$ cat config.mk
export PLATFORM = sky130hd
export DESIGN_NAME = router_pkt_tx
export DESIGN_NICKNAME = d
export VERILOG_FILES = /design/src/rtl/router_pkg.sv /design/src/rtl/router_pay_gen.sv /design/src/rtl/router_pkt_tx.sv
export SDC_FILE = /design/constraint.sdc
export NUM_CORES = 1
export LEC_CHECK = 0
export CORE_AREA = 2 2 93 95
export CTS_BUF_LIST = sky130_fd_sc_hd__clkbuf_8
export CTS_CLUSTER_DIAMETER = 40
export DETAILED_ROUTE_END_ITERATION = 10
export DIE_AREA = 0 0 95 97
export HOLD_SLACK_MARGIN = 0.1
export PLACE_DENSITY = 0.62
export SLEW_MARGIN = 30
export SYNTH_ARGS = -nofsm -noshare
export SYNTH_HDL_FRONTEND = slang
export SYNTH_SLANG_ARGS = --single-unit
$ cat constraint.sdc
create_clock -name clock -period 2.5 [get_ports clock]
set_clock_uncertainty 0.2 [all_clocks]
set_input_delay 0.375 -clock clock [delete_from_list [all_inputs] [get_ports clock]]
set_output_delay 0.375 -clock clock [all_outputs]
set_load 0.01 [all_outputs]
$ cat src/rtl/router_pkg.sv
// rtl/router_pkg.sv - shared types and constants for the router packet source
package router_pkg;

  typedef enum logic [2:0] {
    S_IDLE,
    S_HEADER,
    S_PAYLOAD,
    S_PARITY,
    S_CHECK,
    S_GAP
  } tx_state_t;

  localparam logic [1:0] ADDR_MAX  = 2'd2;
  // Feedback taps at bits 7,5,4,3 of the payload LFSR
  localparam logic [7:0] LFSR_TAPS = 8'hB8;

  typedef struct packed {
    logic [5:0] len;
    logic [1:0] addr;
  } hdr_t;

  function automatic logic cfg_legal(input logic [1:0] addr, input logic [5:0] len);
    return (addr <= ADDR_MAX) && (len != 6'd0);
  endfunction

endpackage

$ cat src/rtl/router_pay_gen.sv
// rtl/router_pay_gen.sv - payload byte generator, incrementing counter or 8-bit LFSR
module router_pay_gen
  import router_pkg::*;
(
  input  logic       clock,
  input  logic       resetn,
  input  logic       load,
  input  logic [7:0] seed,
  input  logic       mode,
  input  logic       advance,
  output logic [7:0] value,
  output logic [7:0] next_value
);

  logic lfsr_mode;

  always_comb begin
    if (lfsr_mode) begin
      next_value = {value[6:0], ^(value & LFSR_TAPS)};
    end else begin
      next_value = value + 8'd1;
    end
  end

  // An all-zero LFSR would lock up, so a zero seed starts it at 1
  always_ff @(posedge clock) begin
    if (!resetn) begin
      value     <= 8'h00;
      lfsr_mode <= 1'b0;
    end else if (load) begin
      value     <= (mode && (seed == 8'h00)) ? 8'h01 : seed;
      lfsr_mode <= mode;
    end else if (advance) begin
      value <= next_value;
    end
  end

endmodule

$ cat src/rtl/router_pkt_tx.sv
// rtl/router_pkt_tx.sv - builds header/payload/parity packets for the router input port
module router_pkt_tx
  import router_pkg::*;
#(
  parameter int CHK_CYCLES = 2
) (
  input  logic       clock,
  input  logic       resetn,
  input  logic       start,
  input  logic [1:0] dest_addr,
  input  logic [5:0] pkt_len,
  input  logic       mode,
  input  logic [7:0] seed,
  input  logic       busy,
  input  logic       err,
  output logic [7:0] data_out,
  output logic       pkt_valid,
  output logic       tx_busy,
  output logic       done,
  output logic       pkt_err,
  output logic       cfg_err
);

  tx_state_t  state, state_n;
  logic [5:0] len_q, len_n;
  logic [5:0] byte_cnt, byte_cnt_n;
  logic [7:0] parity, parity_n;
  logic [7:0] chk_cnt, chk_cnt_n;
  logic [7:0] data_n;
  logic       valid_n, done_n, pkt_err_n, cfg_err_n;
  logic       pay_load, pay_advance;
  logic [7:0] pay_value, pay_next;
  hdr_t       start_hdr;

  assign start_hdr = '{len: pkt_len, addr: dest_addr};

  router_pay_gen u_pay_gen (
    .clock      (clock),
    .resetn     (resetn),
    .load       (pay_load),
    .seed       (seed),
    .mode       (mode),
    .advance    (pay_advance),
    .value      (pay_value),
    .next_value (pay_next)
  );

  // Outputs are computed one cycle ahead so every port comes straight from a flop
  always_comb begin
    state_n     = state;
    len_n       = len_q;
    byte_cnt_n  = byte_cnt;
    parity_n    = parity;
    chk_cnt_n   = chk_cnt;
    data_n      = data_out;
    valid_n     = pkt_valid;
    done_n      = 1'b0;
    pkt_err_n   = pkt_err;
    cfg_err_n   = 1'b0;
    pay_load    = 1'b0;
    pay_advance = 1'b0;
    case (state)
      S_IDLE: begin
        data_n  = 8'h00;
        valid_n = 1'b0;
        if (start) begin
          if (cfg_legal(dest_addr, pkt_len)) begin
            state_n   = S_HEADER;
            len_n     = pkt_len;
            parity_n  = start_hdr;
            pkt_err_n = 1'b0;
            pay_load  = 1'b1;
            data_n    = start_hdr;
            valid_n   = 1'b1;
          end else begin
            cfg_err_n = 1'b1;
          end
        end
      end
      S_HEADER: begin
        if (!busy) begin
          state_n    = S_PAYLOAD;
          byte_cnt_n = 6'd1;
          data_n     = pay_value;
        end
      end
      S_PAYLOAD: begin
        if (!busy) begin
          parity_n    = parity ^ pay_value;
          pay_advance = 1'b1;
          if (byte_cnt == len_q) begin
            state_n = S_PARITY;
            data_n  = parity ^ pay_value;
            valid_n = 1'b0;
          end else begin
            byte_cnt_n = byte_cnt + 6'd1;
            data_n     = pay_next;
          end
        end
      end
      S_PARITY: begin
        if (!busy) begin
          state_n   = S_CHECK;
          data_n    = 8'h00;
          chk_cnt_n = 8'h00;
        end
      end
      S_CHECK: begin
        pkt_err_n = pkt_err | err;
        if (chk_cnt == 8'(CHK_CYCLES - 1)) begin
          state_n = S_GAP;
          done_n  = 1'b1;
        end else begin
          chk_cnt_n = chk_cnt + 8'd1;
        end
      end
      S_GAP: begin
        state_n = S_IDLE;
      end
      default: begin
        state_n = S_IDLE;
      end
    endcase
  end

  always_ff @(posedge clock) begin
    if (!resetn) begin
      state     <= S_IDLE;
      len_q     <= 6'd0;
      byte_cnt  <= 6'd0;
      parity    <= 8'h00;
      chk_cnt   <= 8'h00;
      data_out  <= 8'h00;
      pkt_valid <= 1'b0;
      tx_busy   <= 1'b0;
      done      <= 1'b0;
      pkt_err   <= 1'b0;
      cfg_err   <= 1'b0;
    end else begin
      state     <= state_n;
      len_q     <= len_n;
      byte_cnt  <= byte_cnt_n;
      parity    <= parity_n;
      chk_cnt   <= chk_cnt_n;
      data_out  <= data_n;
      pkt_valid <= valid_n;
      tx_busy   <= (state_n != S_IDLE);
      done      <= done_n;
      pkt_err   <= pkt_err_n;
      cfg_err   <= cfg_err_n;
    end
  end

endmodule

# Word-level counts from Yosys, hierarchy flattened
# Index checks and enable logic that the tools add are counted.
[word_totals]
reg_bits = 53
input_bits = 22
out_inout_bits = 13
[op_classes]
addsub = 3
n_eq_ne = 14
muxes = 42
n_reduce_logical = 22
n_lt_le_gt_ge = 1
bitwise_logic = 2
[ops]
columns = ["cell", "n"]
rows = [
  ["$mux 8", 14],
  ["$pmux 8 s2", 2],
  ["$pmux 8 s4", 1],
  ["$mux 3", 7],
  ["$mux 6", 3],
  ["$add 8x1->8 const B", 2],
  ["$ne 2x2->1 const B", 8],
  ["$pmux 3 s5", 1],
  ["$reduce_and 3->1", 5],
  ["$pmux 6 s2", 1],
  ["$reduce_and 4->1", 3],
  ["$mux 1", 11],
  ["$reduce_bool 2->1", 5],
  ["$eq 8x1->1 const B", 1],
  ["$logic_not 8->1", 1],
  ["$reduce_xor 8->1", 1],
  ["$xor 8x8->8", 1],
  ["$add 6x1->6 const B", 1],
  ["$eq 3x2->1 const B", 2],
  ["$eq 6x6->1", 1],
  ["$reduce_bool 6->1", 1],
  ["$pmux 1 s2", 2],
  ["$reduce_bool 4->1", 1],
  ["$eq 3x1->1 const B", 1],
  ["other kinds (7)", 8],
]

# Logic depth before layout (Yosys ltp)
[logic_depth]
depth_word = 6
mapped_depth = 8

# By module
# From an unflattened synthesis, not the netlist that was laid out.
[unflattened]
cells_unflattened = 423
area_unflattened_um2 = 3306.9
[by_module_without_submodules]
columns = ["module", "area_per_inst_um2", "seq_area_each_um2", "n_inst", "cells_per_inst"]
rows = [
  ["router_pkt_tx", 2583.7, 880.8, 1, 328],
  ["router_pay_gen", 723.2, 180.2, 1, 95],
]

# Worst setup path before layout
# OpenSTA, ideal clock, no wires.
[synth_path]
path_kind = "register to register"
start = "reg state[0]"
end = "reg parity[3]"
slack_ns = 0.594
arrival_ns = 1.578
period_less_slack_ns = 1.906
path_stages_with_launch = 9
path_buffers = 3
cell_sequence = "dfxtp_1 -> buf_6 -> or3_1 -> buf_2 -> a211oi_4 -> buf_6 -> o22ai_1 -> a2bb2oi_1 -> nor2_1"
[synth_between]
elab_chain_len = 3
[synth_lines]
columns = ["item", "line_no", "text"]
rows = [
  ["start, declared", "router_pkt_tx.sv:24", "tx_state_t state, state_n;"],
  ["start signal, assigned", "router_pkt_tx.sv:140", "state <= state_n;"],
  ["$eq 3x2->1 or $logic_not 3->1 (tied branches)", "router_pkt_tx.sv:62", "case (state)"],
  ["$ne 2x2->1 (no source line) or $reduce_bool 2->1 (tied branches)", "--", ""],
  ["$reduce_and 4->1 (no source line)", "--", ""],
  ["end signal, assigned", "router_pkt_tx.sv:143", "parity <= parity_n;"],
  ["end, declared", "router_pkt_tx.sv:27", "logic [7:0] parity, parity_n;"],
]
# Parallel ways exist; a longest one is shown, timed or not.
# A chain may end at the register's enable or synchronous reset.

# Worst setup path in the final report
[layout_path]
start = "reg byte_cnt[0]"
end = "reg data_out[0]"
[layout_between]
elab_chain_len = 4
[layout_lines]
columns = ["item", "line_no", "text"]
rows = [
  ["start, declared", "router_pkt_tx.sv:26", "logic [5:0] byte_cnt, byte_cnt_n;"],
  ["start signal, assigned", "router_pkt_tx.sv:142", "byte_cnt <= byte_cnt_n;"],
  ["$eq 6x6->1", "router_pkt_tx.sv:91", "if (byte_cnt == len_q) begin"],
  ["$mux 8", "router_pkt_tx.sv:91", ""],
  ["$mux 8", "router_pkt_tx.sv:88", "if (!busy) begin"],
  ["$pmux 8 s4", "router_pkt_tx.sv:62", ""],
  ["end signal, assigned", "router_pkt_tx.sv:145", "data_out <= data_n;"],
  ["end, declared", "router_pkt_tx.sv:16", "output logic [7:0] data_out,"],
]
# No other way between the ends. The select of a mux whose other input is x is not followed.

==> reports/qor.txt <==
Core area = 0.00813 sq mm
Top Family by Delay on Critical Path = simple AND/OR/NAND/NOR gates
Syn avg cell area = 7.75 sq um
Worst-path fanout max = 10
Max Freq = 444 MHz
Initial DRC count = 214
Reg clk slew, reported paths = 0.11 ns
Remaining antenna violation count = 0
DIE WIDTH = 95 um
Final antenna diode count = 0
Max Cap Violations = 0
FILL cells = 804
Yosys top cell by area = dfxtp_1
Placement Cell Area = 0.00380 sq mm
Critical path buffer and inverter count = 0
Clock Sinks = 53
Row Count = 33
Tcrit/Tclk final = 90.1%
Synth top area share = 33.1%
Slew Limit Headroom = 69.6%
Status = finished clean
Post-CTS Setup Bufs = 0
Final min period = 2.25 ns
Longest Clk Path Bufs = 2
Initial antenna violation count = 0
CP endpoint kind = register
First-pass GRT wire length = 15.5 mm
Final setup viols = 0
Die area = 0.00922 sq mm
IO buf count = 34
Largest net degree at the start of global routing = 35
Starting density of the core = 39.4%
Die Height = 97 um
Warnings from Yosys = 0
Asr flop ratio synth = 0%
Routability congestion estimate = 0.961
Ports = 35
Hpwl dp = 7.07 mm
Final hold violation count = 0
Fin util = 47.9%
Multi-input combinational cell area = 0.00194 sq mm
Pre-antenna DRT Iters = 5
Total gr overflow = 0
Vias per cell = 5.75
Pleak = 1.50 nW
P&R area growth vs syn = 21.5%
Layout cell share with drive strength beyond 1 = 12.1%
Hold-fix buffers at CTS = 0
CP Class = reg2reg
Root Buffer = clkbuf_8
Hold crit path type = reg2reg
Final #Nets = 487
Slew @ Worst Pin = 0.456 ns
Via count = 3,257
WP data arrival = 2.26 ns
Critical Path Start Type = register
Post-synth EDFFs = 0
Final Instance Area = 0.00390 sq mm
All-layer global routing usage = 21.1%
Top-count cell post-synth = dfxtp_1
# resized after CTS = 0
Top cells by count, synth = dfxtp_1, nand2_1, a21oi_1, nor2_1, o21ai_0
FF+latch area = 0.00106 sq mm
Pwr dens = 527 mW/mm^2
WL/cell = 17.0 um
CTS buffer count = 5
Net count of the mapped netlist = 441
Seq cells post-synth = 53
Critical Path Max Stage Delay = 0.46 ns
Crit path cell chain = xor2_1 -> nor4_4 -> and2_1 -> a31oi_1 -> a221oi_1
Register area share after synthesis = 33.1%
Ranking of synthesized cells by area = dfxtp_1, a21oi_1, nand2_1
Mapped Cells = 414
Main synth FF type = dfxtp_1
WL final = 9.62 mm
CTS tree = done
Worst vdd ir = 254 uV
Req. time, crit path = 2.51 ns
TNS Setup = 0 ns
Vias in the first global route = 3,094
Cell variety after synth = 60
DRC viols = 0
Max H-tree Level = 2
Unrepaired setup endpoints after global routing = false
Critical-path top delay cell = and2_1
Pwr Total = 0.00205 W
Clk_lat worst skew = 0.32 ns
Slew Limit Fails = 0
Mapped cell area = 0.00321 sq mm
-- metal layers --
metal,share of wire [%],track usage (%)
met3,6.7,3.50
met5,0,0
met1,47,31.0
met4,1.5,6.02
met2,45,31.6
-- stage by stage --
stage          worst slack (ns)  instances  hold WS, ns
2_1_floorplan             0.594        414        0.245
3_3_place_gp              0.112        558        0.260
3_5_place_dp              0.112        558        0.269
4_1_cts                   0.291        566        0.284
5_1_grt                   0.155        566        0.311
6_report                  0.249        566        0.278
-- area by class of cell --
class	count	area share [%]
multi-input cells	319	49.8
flip-flops and latches	53	27.2
repair buffers	71	16.2
well taps	105	3.37
clock buffers	5	1.77
inverters	10	0.963
clock inverters	3	0.674
-- placed cells by master, fill, tap and decap left out, types with 5 or more instances in the layout --
cell             synthesis  final
dfxtp_1                 53     53
nand2_1                 50     50
a21oi_1                 44     44
nor2_1                  42     42
buf_4                    1     36
clkdlybuf4s50_1          0     34
o21ai_0                 25     25
xor2_1                  18     18
nand3_1                 14     14
inv_1                    9      9
nor3_1                   9      9
o22ai_1                  8      8
xnor2_1                  7      7
nor3b_1                  7      7
a31oi_1                  7      7
a2bb2oi_1                7      7
nand4_1                  6      6
a22oi_1                  5      5
ha_1                     5      5
clkbuf_8                 0      5
-- sequential cells by signal (all words and copies together), names as in the netlist, 3 cells and up --
name / cells
data_out: 8
parity: 8
chk_cnt: 8
u_pay_gen.value: 8
byte_cnt: 6
len_q: 6
state: 3
-- power by group --
group	internal [W]	leakage (nW)	total, W	switching [W]
clock	0.000205	0.0423	0.000526	0.000322
sequential	0.000895	0.432	0.000955	0.0000603
combinational	0.000259	1.03	0.000573	0.000314
-- logic make-up (layout without fill, tap and decap cells) --
kind of cell             Yosys count  in the layout  synth area share (%)
AND/OR/NAND/NOR                  156            156                  24.2
AO/OA/AOI/OAI                    129            129                  26.1
flip-flops                        53             53                  33.1
buffers and inverters             42             89                  6.63
XOR/XNOR                          25             25                  6.83
adder cells (fa/ha/maj)            5              5                  1.95
multiplexers                       4              4                  1.25
-- worst paths after layout --
| check | end | from | depth (start not counted) | slack (ns) |
|---|---|---|---|---|
| max | data_out[0] | byte_cnt[0] | 5 | 0.25 |
| min | len_q[2] | len_q[2] | 2 | 0.28 |
| max reg2reg | data_out[0] | byte_cnt[0] | 5 | 0.25 |
| min reg2reg | len_q[2] | len_q[2] | 2 | 0.28 |
-- worst reg2reg max path, cell delays in order, from the launching register on --
cell and delay (ns):
dfxtp_1 0.45, xor2_1 0.13, nor4_4 0.42, and2_1 0.46, a31oi_1 0.15, a221oi_1 0.34
Note: power is estimated with default switching activity, not from simulation.
